==> src/rtl/vrf_store_serializer.sv <==
// Vector store serializer: reads 1-8 consecutive 128-bit vector registers and
// streams each one to the memory write port as four little-endian 32-bit beats.
module vrf_store_serializer #(
  parameter int DATA_W = 128,
  parameter int BEAT_W = 32,
  parameter int ADDR_W = 32
) (
  input  logic              clk,
  input  logic              rst_n,
  input  logic              req_valid,
  output logic              req_ready,
  input  logic [4:0]        req_vreg,
  input  logic [2:0]        req_nregs_m1,
  input  logic [ADDR_W-1:0] req_addr,
  output logic [4:0]        rf_raddr,
  input  logic [DATA_W-1:0] rf_rdata,
  output logic              mem_valid,
  input  logic              mem_ready,
  output logic [ADDR_W-1:0] mem_addr,
  output logic [BEAT_W-1:0] mem_wdata,
  output logic              mem_last,
  output logic              busy,
  output logic              done
);

  typedef enum logic [1:0] {
    IDLE = 2'd0,
    READ = 2'd1,
    SEND = 2'd2
  } state_t;

  state_t            state_q;
  logic [4:0]        cur_vreg_q;
  logic [2:0]        remaining_q;
  logic [ADDR_W-1:0] cur_addr_q;
  logic [DATA_W-1:0] buf_q;
  logic [1:0]        beat_q;
  logic              mem_valid_q;
  logic              mem_last_q;
  logic              done_q;

  logic [ADDR_W-1:0] start_addr_d;
  logic [ADDR_W-1:0] cur_addr_d;
  logic              handshake;

  // Beat addresses are word aligned; the low request address bits are dropped.
  assign start_addr_d = req_addr & ~ADDR_W'(3);
  assign cur_addr_d   = cur_addr_q + ADDR_W'(4);
  assign handshake    = mem_valid_q & mem_ready;

  always_ff @(posedge clk) begin
    if (!rst_n) begin
      state_q     <= IDLE;
      cur_vreg_q  <= '0;
      remaining_q <= '0;
      cur_addr_q  <= '0;
      buf_q       <= '0;
      beat_q      <= '0;
      mem_valid_q <= 1'b0;
      mem_last_q  <= 1'b0;
      done_q      <= 1'b0;
    end else begin
      done_q <= 1'b0;
      case (state_q)
        IDLE: begin
          if (req_valid) begin
            cur_vreg_q  <= req_vreg;
            remaining_q <= req_nregs_m1;
            cur_addr_q  <= start_addr_d;
            state_q     <= READ;
          end
        end
        READ: begin
          buf_q       <= rf_rdata;
          beat_q      <= 2'd0;
          mem_valid_q <= 1'b1;
          mem_last_q  <= 1'b0;
          state_q     <= SEND;
        end
        SEND: begin
          // Outputs only move on a handshake, so a stalled beat holds steady.
          if (handshake) begin
            cur_addr_q <= cur_addr_d;
            beat_q     <= beat_q + 2'd1;
            if (beat_q == 2'd3) begin
              mem_valid_q <= 1'b0;
              mem_last_q  <= 1'b0;
              if (remaining_q != 3'd0) begin
                remaining_q <= remaining_q - 3'd1;
                cur_vreg_q  <= cur_vreg_q + 5'd1;
                state_q     <= READ;
              end else begin
                done_q  <= 1'b1;
                state_q <= IDLE;
              end
            end else begin
              mem_last_q <= (beat_q == 2'd2) && (remaining_q == 3'd0);
            end
          end
        end
        default: begin
          state_q     <= IDLE;
          mem_valid_q <= 1'b0;
          mem_last_q  <= 1'b0;
        end
      endcase
    end
  end

  always_comb begin
    mem_wdata = buf_q[BEAT_W-1:0];
    case (beat_q)
      2'd0: mem_wdata = buf_q[BEAT_W-1:0];
      2'd1: mem_wdata = buf_q[2*BEAT_W-1:BEAT_W];
      2'd2: mem_wdata = buf_q[3*BEAT_W-1:2*BEAT_W];
      2'd3: mem_wdata = buf_q[4*BEAT_W-1:3*BEAT_W];
      default: mem_wdata = buf_q[BEAT_W-1:0];
    endcase
  end

  assign req_ready = (state_q == IDLE) & rst_n;
  assign busy      = (state_q != IDLE);
  assign rf_raddr  = cur_vreg_q;
  assign mem_valid = mem_valid_q;
  assign mem_addr  = cur_addr_q;
  assign mem_last  = mem_last_q;
  assign done      = done_q;

endmodule

==> config.mk <==
export PLATFORM = sky130hd
export DESIGN_NAME = vrf_store_serializer
export DESIGN_NICKNAME = d
export VERILOG_FILES = /design/src/rtl/vrf_store_serializer.sv
export SDC_FILE = /design/constraint.sdc
export NUM_CORES = 1
export LEC_CHECK = 0
export BUFFER_PORTS_ARGS = -buffer_cell sky130_fd_sc_hd__buf_2
export CAP_MARGIN = 20
export CORE_ASPECT_RATIO = 1.25
export CORE_UTILIZATION = 47
export DETAILED_ROUTE_END_ITERATION = 10
export PLACE_DENSITY = 0.88
export SYNTH_ARGS = -nofsm -noshare
export SYNTH_HDL_FRONTEND = slang
export SYNTH_SLANG_ARGS = --single-unit
export TNS_END_PERCENT = 20
==> constraint.sdc <==
create_clock -name clk -period 1.95 [get_ports clk]
set_clock_uncertainty 0.2 [all_clocks]
set_input_delay 0.39 -clock clk [delete_from_list [all_inputs] [get_ports clk]]
set_output_delay 0.39 -clock clk [all_outputs]
set_load 0.01 [all_outputs]
==> impl_results.md <==
* Fin. Hold Viols at 0
* Mean area per synthesized cell at 7.59 um^2
* HPWL Detailed at around 17000 um
* Die Wd at roughly 120 um
* Failing checks: setup timing
* Count leader, synth: nand2_1
* Max stage delay on crit path at around 0.40 ns
* CTS sink cnt at between 150 and 200
* Routed Antenna Nets at 0
* Drt total wl at 27000 um
* First-pass GRT wire length at approximately 42000 um
* Wire per inst at between 15 and 20 um
* Die height at approximately 150 um
* Fillcell total at 1300
* N_diodes at 0
* Synth Instances at about 1100
* # port buffers at 241
* Area of the core at ~0.017 mm^2
* Tot GR Track Use at a little under 30%
* CP Max Fanout at 7
* Cell area after synthesis at roughly 0.0082 mm^2
* H-tree levels at 4
* Crit path max-delay family: buffers and inverters
* Max-slew violations at 0
* CP Data Arrival Time at 1.98 ns
* P&R area growth vs syn at 40.0%
* Crit-path cells: buf_6, ha_4, buf_12, a222oi_1, mux2i_2, buf_2
* Drt first pass iters at 6
* Post-DR vias/cell at about 5.7
* # DRC at 0
* Final Critical Period at roughly 2.6 ns
* Max-Cap Viols at 0
* Worst skew pair latency at 0.42 ns
* NumNets Final at 1556
* Post-synthesis sequential area ratio at roughly 42%
* Synth cell count leaders: 306 x nand2_1, 174 x a21oi_1, 173 x dfxtp_1, 60 x clkbuf_1, 44 x inv_1
* # IOs at between 200 and 250
* RSZ-0062 raised after global routing: true
* TritonCTS clock tree: yes
* Static leakage at around 4.9 nW
* Pre-CTS setup slack at -0.224 ns
* Number of synthesized flops with an enable pin at 0
* # rows at 53
* Dpl cells at between 1500 and 2000
* TritonCTS buffer count at 17
* Final setup margin at -0.622 ns
* Main synth FF type: dfxtp_1
* Worst EP required at approximately 1.4 ns
* RePlAce Congestion at 0.928
* Worst r2r src: beat_q[1]
* Max clock buf depth at 2
* CTS Root Buffer Type: clkbuf_16
* Crit path from: beat_q[1]
* Number of distinct library cells after synthesis at 59
* Status: finished with violations
* Die area at between 0.015 and 0.02 mm^2
* # setup viols final at 36
* Critical Path Sink: mem_wdata[25]
* Initial antenna violation count at 0
* DRT iter0 DRCs at between 1000 and 1500
* Worst IR Drop VDD at ~670 uV
* Warnings from Yosys at 0
* Asr flop ratio synth at 0%
* FF-to-FF End: rf_raddr[2]
* CP max stage cell: a222oi_1
* Vias in the first global route at just under 9000
* Clock Pin Slew Worst Setup and Hold Paths at around 0.070 ns
* Initial Util at between 40 and 50%
* Hold Slack at 0.0111 ns
* Synth top area share at a little over two fifths
* Fmax at between 0.3 and 0.4 GHz
* Critical Path End Type: output port
* CP Depth at 6
* Cell taking the most area after synthesis: dfxtp_1
* WP buf/inv at 3
* Worst R2R Setup Slack at -0.01 ns
* Via count at 9188
* Type of origin of the critical path: flop
* Worst Reg-to-Reg Cells at 8
* Worst hold path class: input pin to flop
* Kind of critical path: flop to output port
* Largest net degree at the start of global routing at just over 70
* Grt total ovfl at 0
* Top post-synthesis cells by area: dfxtp_1 42%, nand2_1 14%, a21oi_1 11%, mux2i_1 4.4%, a222oi_1 3.9%
* Pwr/cell area at ~780 mW/mm^2
* Post-Layout Cell Count at roughly 1600
* #FFs+latches synth at ~170
* Crit share post-route at 132%
* Share of cells above drive strength 1 at 27.6%
==> flip-flops by register name (all words and copies together) (netlist names) <==
signal       flops
buf_q          128
mem_last         1
state_q          2
rf_raddr         5
beat_q           2
remaining_q      3
done             1
mem_valid        1
mem_addr        30
==> cells by family after synthesis <==
logic type	Yosys count	share of synthesized area (%)
fa+ha+maj	8	1.23
compound gates	289	22.0
mux	37	4.56
simple gates	434	23.0
flops	173	42.5
buf+inv	133	6.63
other cells	1	0.0460
==> stage by stage <==
stage,utilization (%),instance area [um^2],setup TNS [ns],power (mW)
2_1_floorplan,-,8160,-0.150,4.64
3_3_place_gp,59.3,10000,-2.04,5.19
3_5_place_dp,59.3,10000,-3.15,5.23
4_1_cts,67.1,11300,-17.87,8.88
5_1_grt,67.5,11400,-18.87,9.24
6_report,67.5,11400,-16.01,8.88
==> cells in the final DEF, fill, tap and decap left out, drive strengths merged, types with 4 or more instances in the layout <==
cell type | Yosys | layout
a211oi | 6 | 6
a21o | 4 | 4
a21oi | 176 | 176
a222oi | 32 | 32
and2 | 4 | 4
and3 | 8 | 8
buf | 27 | 318
clkbuf | 62 | 19
dfxtp | 173 | 173
dlygate4sd3 | 0 | 52
ha | 8 | 8
inv | 44 | 50
mux2i | 36 | 36
nand2 | 307 | 307
nand2b | 7 | 7
nand3 | 23 | 23
nand4 | 22 | 22
nor2 | 34 | 34
nor3 | 11 | 11
nor4 | 6 | 6
o21ai | 22 | 22
o221ai | 5 | 5
o22a | 5 | 5
o22ai | 9 | 9
==> where the power goes <==
| group | total [mW] | internal (mW) | leakage (nW) | switching (mW) |
|---|---|---|---|---|
| Clock | 3.59 | 2.09 | 0.303 | 1.50 |
| Sequential | 3.89 | 3.74 | 1.42 | 0.156 |
| Combinational | 1.40 | 0.643 | 3.17 | 0.760 |
| Total | 8.88 | 6.47 | 4.88 | 2.41 |
==> tightest hold or removal path, delay by kind of cell <==
kind                   cells  cell delay [ns]
buffers and inverters      1             0.10
AO/OA/AOI/OAI              1             0.05
AND/OR/NAND/NOR            1             0.05
==> metal layers <==
metal	track usage, %	part of all wire (%)	up-vias	routed length [um]
met5	0	0	-	0
met4	14.2	3.4	0	905
met3	5.93	8.2	73	2220
met2	51.3	50	534	13600
met1	35.0	38	4240	10300
li1	-	-	4341	-
==> worst min path at each step <==
stage | slack (ns) | to | from | depth (start not counted)
2_1_floorplan | 0.24 | buf_q[95] | buf_q[95] | 2
3_3_place_gp | 0.24 | buf_q[6] | buf_q[6] | 2
3_5_place_dp | 0.25 | buf_q[47] | buf_q[47] | 2
4_1_cts | 0.0001 | buf_q[96] | rf_rdata[96] | 3
5_1_grt | 0.005 | buf_q[58] | rf_rdata[58] | 3
6_report | 0.01 | buf_q[11] | rf_rdata[11] | 3
==> area by class of cell <==
cell class / count / area, um^2 / share of cell area (%)
clock buffer: 19 / 443 / 3.88
timing repair buffer: 370 / 2620 / 23.0
multi-input combinational: 770 / 4250 / 37.2
tap: 220 / 275 / 2.41
sequential: 173 / 3480 / 30.5
clock inverter: 13 / 178 / 1.56
inverter: 44 / 168 / 1.47
==> repair_timing <==
action / in CTS / in global routing
gates cloned: 3 / 0
hold endpoints to repair: 52 / 0
endpoints found under the setup margin: 39 / 49
pin swaps: 8 / 19
hold buffers: 52 / 0
gates resized for setup: 22 / 14
buffers inserted: 2 / 1
Power figures use the tool's default switching activity.
